`src/rtl/rpn_stack_eval_if.sv`:
```
// Token/result bundle between the RPN parser front end and the evaluator.
// The master side is upstream: it sends tokens and watches results.
interface rpn_stack_eval_if #(
  parameter int W     = 16,
  parameter int DEPTH = 8
);
  localparam int DW = $clog2(DEPTH + 1);

  logic          num_valid;
  logic [W-1:0]  num;
  logic          op_valid;
  logic [3:0]    op;
  logic          eval;
  logic          ready;
  logic          result_valid;
  logic          result_err;
  logic [W-1:0]  result;
  logic [DW-1:0] depth;

  modport master (
    output num_valid, num, op_valid, op, eval,
    input  ready, result_valid, result_err, result, depth
  );

  modport slave (
    input  num_valid, num, op_valid, op, eval,
    output ready, result_valid, result_err, result, depth
  );
endinterface

```
`src/rtl/rpn_stack_eval.sv`:
```
// Reverse-Polish evaluator: operand stack, add/sub/mul on the top two entries,
// one result (or error) per expression on eval.
module rpn_stack_eval #(
  parameter int DEPTH = 8,
  parameter int W     = 16
) (
  input  logic              clk,
  input  logic              rst_n,
  rpn_stack_eval_if.slave   bus
);
  localparam int DW = $clog2(DEPTH + 1);
  localparam int AW = $clog2(DEPTH);
  localparam logic [DW-1:0] FULL = DW'(DEPTH);

  typedef enum logic {S_READY, S_EXEC} state_t;

  state_t        state_reg, state_next;
  logic [DW-1:0] depth_reg, depth_next;
  logic          err_reg, err_next;
  logic          pend_reg, pend_next;
  logic [W-1:0]  a_reg, a_next, b_reg, b_next;
  logic [1:0]    opc_reg, opc_next;
  logic [W-1:0]  result_reg, result_next;
  logic          result_valid_reg, result_valid_next;
  logic          result_err_reg, result_err_next;

  logic [W-1:0]  stack_mem [DEPTH];
  logic          wr_en;
  logic [AW-1:0] wr_addr;
  logic [W-1:0]  wr_data;

  logic [AW-1:0] top_idx, sec_idx;
  logic [1:0]    n_tok;
  logic          multi, eval_ok;
  logic [W-1:0]  alu;

  assign top_idx = AW'(depth_reg - DW'(1));
  assign sec_idx = AW'(depth_reg - DW'(2));
  assign n_tok   = {1'b0, bus.num_valid} + {1'b0, bus.op_valid} + {1'b0, bus.eval};
  assign multi   = (n_tok > 2'd1);
  assign eval_ok = !err_reg && (depth_reg == DW'(1)) && !multi;

  always_comb begin
    case (opc_reg)
      2'd0:    alu = a_reg + b_reg;
      2'd1:    alu = a_reg - b_reg;
      default: alu = a_reg * b_reg;
    endcase
  end

  always_comb begin
    state_next        = state_reg;
    depth_next        = depth_reg;
    err_next          = err_reg;
    pend_next         = pend_reg;
    a_next            = a_reg;
    b_next            = b_reg;
    opc_next          = opc_reg;
    result_next       = result_reg;
    result_valid_next = 1'b0;
    result_err_next   = result_err_reg;
    wr_en             = 1'b0;
    wr_addr           = AW'(depth_reg);
    wr_data           = bus.num;

    case (state_reg)
      S_READY: begin
        // A pending eval (from the S_EXEC cycle) closes the expression first.
        if (pend_reg || bus.eval) begin
          result_valid_next = 1'b1;
          result_err_next   = !eval_ok;
          result_next       = eval_ok ? stack_mem[0] : '0;
          depth_next        = '0;
          err_next          = 1'b0;
          pend_next         = 1'b0;
        end else if (multi) begin
          err_next = 1'b1;
        end else if (bus.num_valid) begin
          if (depth_reg == FULL) begin
            err_next = 1'b1;
          end else begin
            wr_en      = 1'b1;
            depth_next = depth_reg + DW'(1);
          end
        end else if (bus.op_valid) begin
          if (depth_reg < DW'(2) || bus.op > 4'd2) begin
            err_next = 1'b1;
          end else begin
            a_next     = stack_mem[sec_idx];
            b_next     = stack_mem[top_idx];
            opc_next   = bus.op[1:0];
            state_next = S_EXEC;
          end
        end
      end
      default: begin
        wr_en      = 1'b1;
        wr_addr    = sec_idx;
        wr_data    = alu;
        depth_next = depth_reg - DW'(1);
        state_next = S_READY;
        if (bus.eval)
          pend_next = 1'b1;
        if (bus.num_valid || bus.op_valid)
          err_next = 1'b1;
      end
    endcase
  end

  always_ff @(posedge clk or negedge rst_n) begin
    if (!rst_n) begin
      state_reg        <= S_READY;
      depth_reg        <= '0;
      err_reg          <= 1'b0;
      pend_reg         <= 1'b0;
      a_reg            <= '0;
      b_reg            <= '0;
      opc_reg          <= '0;
      result_reg       <= '0;
      result_valid_reg <= 1'b0;
      result_err_reg   <= 1'b0;
    end else begin
      state_reg        <= state_next;
      depth_reg        <= depth_next;
      err_reg          <= err_next;
      pend_reg         <= pend_next;
      a_reg            <= a_next;
      b_reg            <= b_next;
      opc_reg          <= opc_next;
      result_reg       <= result_next;
      result_valid_reg <= result_valid_next;
      result_err_reg   <= result_err_next;
    end
  end

  // Stack contents survive reset; only depth defines what is live.
  always_ff @(posedge clk) begin
    if (wr_en)
      stack_mem[wr_addr] <= wr_data;
  end

  assign bus.ready        = (state_reg == S_READY);
  assign bus.result_valid = result_valid_reg;
  assign bus.result_err   = result_err_reg;
  assign bus.result       = result_reg;
  assign bus.depth        = depth_reg;
endmodule

```
`src/flat_wrapper.sv`:
```
// flat-port wrapper written by rule: the top's interface ports become plain ports
module rpn_stack_eval_flat 
#(
  parameter int DEPTH = 8,
  parameter int W     = 16
)
  (clk, rst_n, bus_num_valid, bus_num, bus_op_valid, bus_op, bus_eval, bus_ready, bus_result_valid, bus_result_err, bus_result, bus_depth);
  rpn_stack_eval_if #(.W(W), .DEPTH(DEPTH)) bus_i ();
  input  logic clk;
  input  logic rst_n;
  input wire logic [$bits(bus_i.num_valid)-1:0] bus_num_valid;
  input wire logic [$bits(bus_i.num)-1:0] bus_num;
  input wire logic [$bits(bus_i.op_valid)-1:0] bus_op_valid;
  input wire logic [$bits(bus_i.op)-1:0] bus_op;
  input wire logic [$bits(bus_i.eval)-1:0] bus_eval;
  output wire logic [$bits(bus_i.ready)-1:0] bus_ready;
  output wire logic [$bits(bus_i.result_valid)-1:0] bus_result_valid;
  output wire logic [$bits(bus_i.result_err)-1:0] bus_result_err;
  output wire logic [$bits(bus_i.result)-1:0] bus_result;
  output wire logic [$bits(bus_i.depth)-1:0] bus_depth;
  assign bus_i.num_valid = bus_num_valid;
  assign bus_i.num = bus_num;
  assign bus_i.op_valid = bus_op_valid;
  assign bus_i.op = bus_op;
  assign bus_i.eval = bus_eval;
  assign bus_ready = bus_i.ready;
  assign bus_result_valid = bus_i.result_valid;
  assign bus_result_err = bus_i.result_err;
  assign bus_result = bus_i.result;
  assign bus_depth = bus_i.depth;
  rpn_stack_eval #(.DEPTH(DEPTH), .W(W)) u_core (.clk(clk), .rst_n(rst_n), .bus(bus_i));
endmodule
```
`config.mk`:
```
export PLATFORM = sky130hd
export DESIGN_NAME = rpn_stack_eval_flat
export DESIGN_NICKNAME = d
export VERILOG_FILES = /design/src/rtl/rpn_stack_eval_if.sv /design/src/rtl/rpn_stack_eval.sv /design/src/flat_wrapper.sv
export SDC_FILE = /design/constraint.sdc
export NUM_CORES = 1
export LEC_CHECK = 0
export CAP_MARGIN = 0
export CORE_MARGIN = 5
export CORE_UTILIZATION = 50
export DETAILED_ROUTE_END_ITERATION = 6
export PLACE_DENSITY = 0.64
export SETUP_SLACK_MARGIN = 0.4
export SYNTH_ARGS = -nofsm -noshare
export SYNTH_HDL_FRONTEND = slang
export SYNTH_SLANG_ARGS = --single-unit
```
`constraint.sdc`:
```
create_clock -name clk -period 11.1 [get_ports clk]
set_clock_uncertainty 0.1 [all_clocks]
set_input_delay 2.775 -clock clk [delete_from_list [all_inputs] [get_ports clk]]
set_output_delay 2.775 -clock clk [all_outputs]
set_load 0.02 [all_outputs]
```
==> impl_metrics.py, run 1 <==
metrics = {
    "floorplan": {
        "fp.dieW_um": 174,
        "die_h_um": 174,
        "pin_count": 48,
        "rows": 59,
        "die_area_mm2": 0.0301,
        "coreArea_mm2": 0.0262,
        "initial_core_util_pct": 51.1,
    },
    "final_layout": {
        "syn2layout_area_growth_pct": 10.1,
        "n_fill_cell": 2233,
        "mostFrequentLayoutCells": "128 x edfxtp_1, 127 x inv_1, 126 x nand2_1, 81 x fa_1, 73 x ha_1",
        "layout-drive-gt1-share_pct": 11.0,
        "nets": 1348,
        "regArea_mm2": 0.00532,
        "final_common_cell": "edfxtp_1",
        "regMostFlops": "u_core.stack_mem",
        "final_cells": 1517,
        "antenna_cells": 0,
        "multiInputGateArea_mm2": 0.00737,
        "largest_reg_flops": 128,
        "final_cell_area_mm2": 0.0147,
    },
    "pwr": {
        "power.internal_mw": 1.26,
        "clkPwrFrac_pct": 31.8,
        "switching_share_pct": 30.3,
        "share_seq_of_total_power_pct": 44.2,
        "p_leak_nw": 5.90,
        "power_density_mw_per_mm2": 123,
        "combPwrFrac_pct": 24.1,
        "switching_power_mw": 0.548,
        "ir_drop_v": 0.0000979,
    },
    "clock_network": {
        "cts_tree": "yes",
        "clock_sinks": 187,
        "ctsResizeCount": 0,
        "clk_pin_slew_ns": 0.07,
        "ctsHoldBuffers": 0,
        "cts_inserted_buffers": 17,
        "worst_skew_pair.late_latency_ns": 0.44,
        "post_cts_buffers": 0,
        "cts_htree_levels": 4,
        "cts_root_buf": "clkbuf_16",
        "clock_path_buffers": 2,
    },
    "sta": {
        "drv_slew": 0,
        "setup_tns_ns": 0,
        "relSlewSlack_pct": 22.3,
        "fin_hold_ws_ns": 0.404,
        "max_freq_mhz": 159,
        "finalHoldViolCount": 0,
        "finalSetupViolations": 0,
        "rsz0062_at_grt": "false",
        "tightest_slew_ns": 1.15,
        "post-route-period-util_pct": 56.6,
        "min_period_ns": 6.28,
    },
    "run": {
        "drv_cap": 0,
    },
    "route": {
        "top_layer": "met4",
        "wl_mm": 32.7,
        "wl_met2_mm": 16.1,
        "wl_per_cell_um": 21.5,
        "vias": 8751,
        "first_iter_violations": 567,
        "antenna_left": 0,
        "viasPerCell": 5.77,
        "firstDrtPassIters": 7,
        "wl_met1_mm": 14.4,
        "wl_met3_mm": 1.49,
        "drc_errors": 0,
    },
    "synthesis": {
        "ys_seq_area_share_pct": 39.8,
        "synthArstFlopShare_pct": 31.6,
        "synthDistinctLibCells": 53,
        "synth_flop_cell": "edfxtp_1",
        "synth_edf_count": 128,
        "netlist_instances": 1149,
        "syn_area_mm2": 0.0134,
        "synth_seq_cells": 187,
        "avgSynthCellArea_um2": 11.6,
        "synth_nets": 1328,
        "synth_warnings": 0,
    },
    "global_routing": {
        "grt_max_degree": 68,
        "grt_use_total_pct": 22.3,
        "grt_pass1_vias": 9112,
        "grt.overflow.total": 0,
        "antenna_found_initial": 0,
        "grt_pass1_wl_mm": 52.2,
    },
    "run_status": {
        "status": "complete, no violations",
    },
    "place": {
        "gp_routability_congestion": 0.866,
        "port_buffers": 47,
        "placed_cells": 1485,
        "postPlaceCellArea_mm2": 0.0142,
        "hpwl_mm": 23.2,
    },
    "worst_setup_path": {
        "crit_type": "flop to flop",
        "cp_max_fo": 18,
        "cp.required_ns": 11.15,
        "setup.worst_path.end_class": "flop",
        "cp-start-kind": "flop",
        "cp_data_arrival_time_ns": 6.33,
    },
    "worst_hold_path": {
        "hp-class": "flop to flop",
    },
}
## path summary, 6_finish.rpt
check                                     endpoint  slack, ns  cells past startpoint             startpoint
max in group asynchronous      u_core.bus.depth[0]       7.84                      2                  rst_n
max                        u_core.stack_mem[7][13]       4.82                     17        u_core.b_reg[1]
min reg2reg                  u_core.bus.result_err       0.40                      2  u_core.bus.result_err
min                          u_core.bus.result_err       0.40                      2  u_core.bus.result_err
min in group asynchronous     u_core.bus.result[4]       2.42                      2                  rst_n
max reg2reg                u_core.stack_mem[7][13]       4.82                     17        u_core.b_reg[1]
## per-stage QoR
stage / setup slack [ns] / util [%] / total power, mW
2_1_floorplan: 5.50 / - / 1.12
3_3_place_gp: 4.90 / 54.1 / 1.24
3_5_place_dp: 4.80 / 54.1 / 1.25
4_1_cts: 4.78 / 56.2 / 1.82
5_1_grt: 4.52 / 56.2 / 1.89
6_report: 4.82 / 56.2 / 1.81
## worst max-delay path: stages (launching register included)
cell and delay, ns:
dfrtp_1 0.73, nand2_1 0.19, fa_1 0.53, fa_1 0.60, inv_1 0.07, fa_1 0.48
fa_1 0.50, fa_1 0.50, inv_1 0.05, fa_1 0.47, inv_1 0.04, ha_1 0.34
and3_1 0.19, a21oi_1 0.14, and3b_1 0.19, xnor2_1 0.17, mux2i_1 0.14, a21oi_1 0.55
## cell type report
class	count	share of cell area, %
multi-input cells	772	50.0
flip-flops and latches	187	36.1
repair buffers	64	4.02
inverters	127	3.23
clock buffers	19	3.01
well taps	335	2.84
clock inverters	13	0.739
## kinds of logic after synthesis
logic type / count (synthesis) / synth area share (%)
buffers and inverters: 190 / 5.45
adders and majority gates: 154 / 18.9
AOI/OAI and AO/OA: 151 / 7.17
DFF: 187 / 39.8
and+or+nand+nor: 295 / 10.4
xor gates and xnor gates: 66 / 4.32
muxes: 106 / 13.9
## routing by layer
| layer | track usage [%] | vias up |
|---|---|---|
| li1 | - | 4017 |
| met1 | 30.6 | 4459 |
| met2 | 37.3 | 228 |
| met3 | 3.34 | 47 |
| met4 | 6.43 | 0 |
| met5 | 0 | - |
## power by group through the flow
stage               sequential [mW]  combinational [mW]  clock (mW)
global route                  0.801               0.475       0.616
CTS                           0.798               0.434       0.584
finish                        0.798               0.434       0.573
global placement              0.812               0.429           0
floorplan                     0.790               0.332           0
detailed placement            0.813               0.432           0
## synthesized netlist by cell type (2+ instances only)
cell type	number	area [µm²]
nand2_1	127	477
o22a_1	2	17.5
a21o_1	4	30.0
buf_1	3	11.3
or2_2	2	12.5
o31a_1	2	17.5
mux2i_1	39	390
fa_1	81	1620
a211oi_1	5	37.5
nor2b_1	5	31.3
a31oi_1	4	25.0
inv_1	127	477
o211ai_1	4	30.0
ha_1	73	913
nor3_1	20	100
xor2_1	17	149
a22o_1	16	140
buf_2	12	60.1
and3b_1	2	17.5
and3_1	7	43.8
dfrtp_1	59	1480
nand3_1	9	45.0
o21a_1	6	45.0
edfxtp_1	128	3840
nor2_1	48	180
clkbuf_1	47	176
o22ai_1	2	12.5
a41oi_1	2	17.5
mux4_2	64	1440
or3_1	3	18.8
and2_1	64	400
o31ai_1	2	15.0
xnor2_1	49	429
mux2_2	3	33.8
a21oi_1	43	215
o21ai_0	50	250
a211o_1	2	17.5
Power figures use the tool's default switching activity.
==> inputs of run 2 (changes only) <==
==> constraint.sdc (replaced) <==
create_clock -name clk -period 6.25 [get_ports clk]
set_clock_uncertainty 0.1 [all_clocks]
set_input_delay 1.5625 -clock clk [delete_from_list [all_inputs] [get_ports clk]]
set_output_delay 1.5625 -clock clk [all_outputs]
set_load 0.02 [all_outputs]
==> run 2 against run 1 <==
- final cell count up 3.0%
- register-to-register slack got worse by 4.3 ns
- highest routed layer unchanged
- clock-buffer cell count stayed put
- largest power group unchanged
- first-iteration DRC count increased by 27%
- combinational power grew 90%
- setup slack got worse by 4.3 ns
- sequential share of layout area fell by 1.2 points
- critical path depth rose by 1
- hold slack improved by 0.0034 ns
==> impl_metrics.py, run 2 (synthesis results as in run 1) <==
metrics = {
    "floorplan": {
        "pin_count": 48,
        "die_h_um": 174,
        "fp.dieW_um": 174,
        "die_area_mm2": 0.0301,
        "coreArea_mm2": 0.0262,
        "rows": 59,
        "initial_core_util_pct": 51.1,
    },
    "worst_setup_path": {
        "reg2reg_from": "u_core.b_reg[1]",
        "reg2regPathDepth": 18,
        "regToRegEndpoint": "u_core.stack_mem[5][15]",
        "r2r_slack_ns": 0.53,
        "critPathSlowestCell": "fa_1",
        "crit_type": "flop to flop",
        "cp_data_arrival_time_ns": 5.77,
        "cp_max_fo": 8,
        "crit_path_max_incr_delay_ns": 0.54,
        "crit_start": "u_core.b_reg[1]",
        "cp-start-kind": "flop",
        "path_cells": "buf_4 > and2_1 > fa_1 > inv_1 > fa_1 > inv_1 > fa_1 > fa_1 > inv_1 > fa_1 > fa_2 > xnor2_1 > xnor2_1 > xnor2_1 > xnor2_1 > xnor2_1 > xnor2_2 > a311o_2",
        "cp.required_ns": 6.30,
        "setup.worst_path.end_class": "flop",
        "crit_end": "u_core.stack_mem[5][15]",
    },
    "global_routing": {
        "grt_use_total_pct": 22.8,
        "grt_max_degree": 68,
        "antenna_found_initial": 0,
        "grt_pass1_vias": 9337,
        "grt.overflow.total": 0,
        "grt_pass1_wl_mm": 53.4,
    },
    "clock_network": {
        "ctsHoldBuffers": 0,
        "cts_root_buf": "clkbuf_16",
        "clock_path_buffers": 2,
        "cts_tree": "yes",
        "cts_inserted_buffers": 17,
        "clk_pin_slew_ns": 0.07,
        "cts_htree_levels": 4,
        "worst_skew_pair.late_latency_ns": 0.43,
        "clock_sinks": 187,
    },
    "final_layout": {
        "regMostFlops": "u_core.stack_mem",
        "nets": 1394,
        "syn2layout_area_growth_pct": 14.3,
        "layout-drive-gt1-share_pct": 17.4,
        "final_cell_area_mm2": 0.0153,
        "final_common_cell": "edfxtp_1",
        "mostFrequentLayoutCells": "128 x edfxtp_1, 127 x inv_1, 126 x nand2_1, 79 x fa_1, 69 x ha_1",
        "antenna_cells": 0,
        "largest_reg_flops": 128,
    },
    "route": {
        "first_iter_violations": 718,
        "wl_mm": 33.8,
        "top_layer": "met4",
        "wl_met1_mm": 15.1,
        "wl_per_cell_um": 21.7,
        "viasPerCell": 5.73,
        "wl_met3_mm": 1.58,
        "antenna_left": 0,
        "vias": 8963,
        "drc_errors": 0,
        "firstDrtPassIters": 5,
        "wl_met2_mm": 16.7,
    },
    "pwr": {
        "ir_drop_v": 0.000203,
        "power_density_mw_per_mm2": 215,
        "fin_total_pwr_mw": 3.29,
        "p_leak_nw": 6.17,
    },
    "place": {
        "port_buffers": 47,
        "postPlaceCellArea_mm2": 0.0143,
        "gp_routability_congestion": 0.871,
        "hpwl_mm": 24.4,
    },
    "sta": {
        "tightest_slew_ns": 1.22,
        "min_period_ns": 5.72,
        "post-route-period-util_pct": 91.5,
        "rsz0062_at_grt": "true",
        "drv_slew": 0,
        "finalHoldViolCount": 0,
        "relSlewSlack_pct": 18.8,
        "max_freq_mhz": 175,
        "setup_tns_ns": 0,
        "finalSetupViolations": 0,
    },
    "worst_hold_path": {
        "hp-class": "flop to flop",
    },
    "run": {
        "drv_cap": 0,
    },
    "run_status": {
        "status": "complete, no violations",
    },
}
## run 2: cell types whose count changed in the layout (fill, tap and decap cells not counted), sizes merged
cell / delta
clkinvlp: -1
inv: +2
buf: +46
clkinv: -1
## run 2: report_power, final
group	internal (mW)	leakage, nW	total, mW	switching, mW
clock	0.549	0.284	1.05	0.502
combinational	0.377	3.95	0.824	0.447
sequential	1.35	1.94	1.41	0.0573
total	2.28	6.17	3.29	1.01
## run 2: critical path, delay by kind of cell, from the launching register on
kind            cells  cell delay (ns)
fa+ha+maj           6             2.88
xor+xnor            6             0.98
flops               1             0.48
compound gates      1             0.48
buf+inv             4             0.34
simple gates        1             0.16
## run 2: repair_timing
item                                    4_1_cts  5_1_grt
gates resized for setup                       8       39
endpoints found under the setup margin       48       56
gates cloned                                  0        0
pin swaps                                     4       22
buffers inserted                              1       24
## run 2: layout make-up
cell class                      instances  area, µm²
Fill cell                            2191      10900
Multi-Input combinational cell        772       7520
Sequential cell                       187       5340
Timing Repair Buffer                  110        958
Inverter                              127        477
Clock buffer                           19        453
Tap cell                              335        419
Clock inverter                         13        124
## run 2: metrics by stage
| step | std cells | utilization (%) | hold WS [ns] | worst slack [ns] |
|---|---|---|---|---|
| finish | 1563 | 58.3 | 0.407 | 0.529 |
| global route | 1563 | 58.3 | 0.432 | 0.367 |
| CTS | 1539 | 57.0 | 0.412 | 0.404 |
| detailed placement | 1506 | 54.7 | 0.391 | 0.0880 |
| global placement | 1506 | 54.7 | 0.380 | 0.261 |
| floorplan | 1149 | - | 0.380 | 0.647 |
## run 2: per-layer routing
metal  vias to the layer above  global-route usage (%)
li1                       4116                       -
met1                      4563                    32.3
met2                       249                    38.0
met3                        35                    3.42
met4                         0                    4.68
met5                         -                       0
## run 2: worst min path at each step
stage,cells after the start,slack [ns],from,end
after global placement,2,0.38,u_core.bus.result_err,u_core.bus.result_err
after CTS,2,0.41,u_core.bus.result_err,u_core.bus.result_err
after detailed placement,1,0.39,u_core.bus.result[8],u_core.bus.result[8]
final,2,0.41,u_core.bus.result_err,u_core.bus.result_err
after global routing,1,0.43,u_core.bus.result[12],u_core.bus.result[12]
after floorplan,1,0.38,u_core.stack_mem[0][0],u_core.bus.result[0]
==> inputs of run 3 (changes only) <==
--- a/config.mk
+++ b/config.mk
@@ -6,6 +6,7 @@
 export NUM_CORES = 1
 export LEC_CHECK = 0
 export CAP_MARGIN = 0
+export CORE_ASPECT_RATIO = 1.2
 export CORE_MARGIN = 5
 export CORE_UTILIZATION = 50
 export DETAILED_ROUTE_END_ITERATION = 6
==> run 3 against run 2 <==
- register-to-register slack better by 0.02 ns
- largest power group unchanged
- flip-flop and latch count unchanged
- critical path depth up 2
- maximum frequency up 0.32%
- largest cell class unchanged
- critical path type unchanged
- sequential power about the same
- setup slack better by 0.018 ns
- critical endpoint is now u_core.stack_mem[7][13]
- sequential share of layout area down 0.063 points
==> impl_metrics.py, run 3 (synthesis results as in run 1) <==
metrics = {
    "worst_setup_path": {
        "cp_data_arrival_time_ns": 5.79,
        "cp_max_fo": 9,
        "setup.worst_path.end_class": "flop",
        "cp.required_ns": 6.34,
        "critPathSlowestCell": "fa_1",
        "crit_path_max_incr_delay_ns": 0.56,
        "crit_type": "flop to flop",
        "path_cells": "buf_6 > and2_1 > fa_1 > inv_1 > fa_1 > inv_1 > fa_1 > fa_1 > fa_1 > inv_1 > fa_1 > inv_1 > ha_4 > and3_1 > a21oi_1 > and3b_2 > xnor2_2 > mux2i_1 > a21oi_1 > buf_4",
        "cpMostUsedCell": "fa_1",
        "path_buf_inv": 6,
        "cp-start-kind": "flop",
        "crit_family": "adder cells",
    },
    "run_status": {
        "status": "complete, no violations",
    },
    "route": {
        "vias": 8920,
        "viasPerCell": 5.71,
        "wl_per_cell_um": 21.3,
        "first_iter_violations": 631,
        "antenna_left": 0,
        "firstDrtPassIters": 5,
        "drc_errors": 0,
        "wl_mm": 33.4,
    },
    "clock_network": {
        "cts_root_buf": "clkbuf_16",
        "clk_pin_slew_ns": 0.07,
        "cts_tree": "yes",
        "cts_htree_levels": 4,
        "clock_sinks": 187,
        "ctsHoldBuffers": 0,
        "clock_path_buffers": 2,
        "cts_inserted_buffers": 17,
        "worst_skew_pair.late_latency_ns": 0.44,
    },
    "pwr": {
        "switching_power_mw": 0.992,
        "power.internal_mw": 2.41,
        "clkPwrFrac_pct": 34.6,
        "ir_drop_v": 0.000287,
        "fin_total_pwr_mw": 3.41,
        "combPwrFrac_pct": 24.3,
        "switching_share_pct": 29.1,
        "share_seq_of_total_power_pct": 41.1,
        "p_leak_nw": 6.18,
        "power_density_mw_per_mm2": 222,
    },
    "final_layout": {
        "layout-drive-gt1-share_pct": 16.9,
        "final_common_cell": "edfxtp_1",
        "final_core_util_pct": 58.2,
        "mostFrequentLayoutCells": "128 x edfxtp_1, 127 x inv_1, 126 x nand2_1, 80 x fa_1, 68 x ha_1",
        "n_fill_cell": 2231,
        "antenna_cells": 0,
        "nets": 1394,
        "syn2layout_area_growth_pct": 14.5,
        "largest_reg_flops": 128,
        "regMostFlops": "u_core.stack_mem",
    },
    "global_routing": {
        "grt.overflow.total": 0,
        "grt_pass1_wl_mm": 52.6,
        "grt_max_degree": 68,
        "grt_use_total_pct": 22.6,
        "antenna_found_initial": 0,
        "grt_pass1_vias": 9311,
    },
    "floorplan": {
        "pin_count": 48,
        "die_h_um": 189,
        "fp.dieW_um": 159,
        "rows": 65,
        "die_area_mm2": 0.0301,
        "initial_core_util_pct": 50.8,
        "coreArea_mm2": 0.0264,
    },
    "sta": {
        "relSlewSlack_pct": 31.1,
        "finalHoldViolCount": 0,
        "tightest_slew_ns": 1.02,
        "post-route-period-util_pct": 91.3,
        "rsz0062_at_grt": "true",
        "setup_tns_ns": 0,
        "max_freq_mhz": 175,
        "finalSetupViolations": 0,
        "drv_slew": 0,
        "min_period_ns": 5.70,
    },
    "run": {
        "drv_cap": 0,
    },
    "place": {
        "port_buffers": 47,
        "hpwl_mm": 24.4,
        "gp_routability_congestion": 0.892,
    },
    "worst_hold_path": {
        "hp-class": "flop to flop",
    },
}
## run 3: cell types whose count changed in the layout (fill, tap and decap cells not counted), moves of 2 or more
| cell | before | now |
|---|---|---|
| dfrtp_2 | 13 | 15 |
| clkinv_4 | 2 | 0 |
| a21oi_2 | 5 | 1 |
| dfrtp_1 | 45 | 43 |
| xnor2_1 | 45 | 47 |
| a21oi_1 | 38 | 41 |
| clkinvlp_4 | 1 | 3 |
| bufinv_16 | 0 | 4 |
| buf_4 | 60 | 57 |
| clkbuf_8 | 2 | 0 |
| xnor2_2 | 4 | 2 |
| buf_6 | 2 | 6 |
## run 3: tightest hold or removal path: cells and delay by family, from the launching register on
kind | cells | cell delay, ns
DFF | 1 | 0.34
and+or+nand+nor | 2 | 0.12
## run 3: repair_timing
item | in CTS | in global routing
pin swaps | 1 | 22
resized for setup | 9 | 37
gates cloned | 0 | 0
buffers inserted | 1 | 15
setup endpoints to repair | 32 | 40
## run 3: through the flow
stage | setup WS, ns | hold slack [ns] | std cells | area (µm²)
finish | 0.547 | 0.401 | 1563 | 15300
global placement | 0.245 | 0.379 | 1515 | 14400
detailed placement | 0.231 | 0.389 | 1515 | 14400
floorplan | 0.647 | 0.380 | 1149 | 13400
CTS | 0.433 | 0.405 | 1548 | 15100
global route | 0.393 | 0.420 | 1563 | 15300
## run 3: area by class of cell
| type | instances | area, µm² | area share [%] |
|---|---|---|---|
| clock inverters | 14 | 209 | 1.36 |
| repair buffers | 110 | 961 | 6.27 |
| well taps | 335 | 419 | 2.74 |
| multi-input cells | 772 | 7490 | 48.9 |
| inverters | 127 | 477 | 3.11 |
| clock buffers | 18 | 429 | 2.80 |
| flip-flops and latches | 187 | 5340 | 34.9 |
## run 3: metal layers
metal	wire length, µm	GRT usage (%)
met5	0	0
met4	439	5.78
met3	1570	2.83
met2	17400	39.4
met1	14000	30.1
## run 3: power by group through the flow
stage          clock (mW)  sequential (mW)  combinational, mW
4_1_cts              1.20             1.40              0.809
5_1_grt              1.25             1.40              0.901
3_5_place_dp            0             1.43              0.798
2_1_floorplan           0             1.40              0.589
3_3_place_gp            0             1.43              0.790
6_report             1.18             1.40              0.828
## run 3: path summary, 6_finish.rpt
path                       slack, ns             startpoint  cells past startpoint                 endpoint
max                             0.55        u_core.b_reg[4]                     20  u_core.stack_mem[7][13]
max in group asynchronous       4.21                  rst_n                      2          u_core.a_reg[1]
min reg2reg                     0.40  u_core.bus.result_err                      2    u_core.bus.result_err
max reg2reg                     0.55        u_core.b_reg[4]                     20  u_core.stack_mem[7][13]
min                             0.40  u_core.bus.result_err                      2    u_core.bus.result_err
min in group asynchronous       1.19                  rst_n                      2     u_core.bus.result[7]
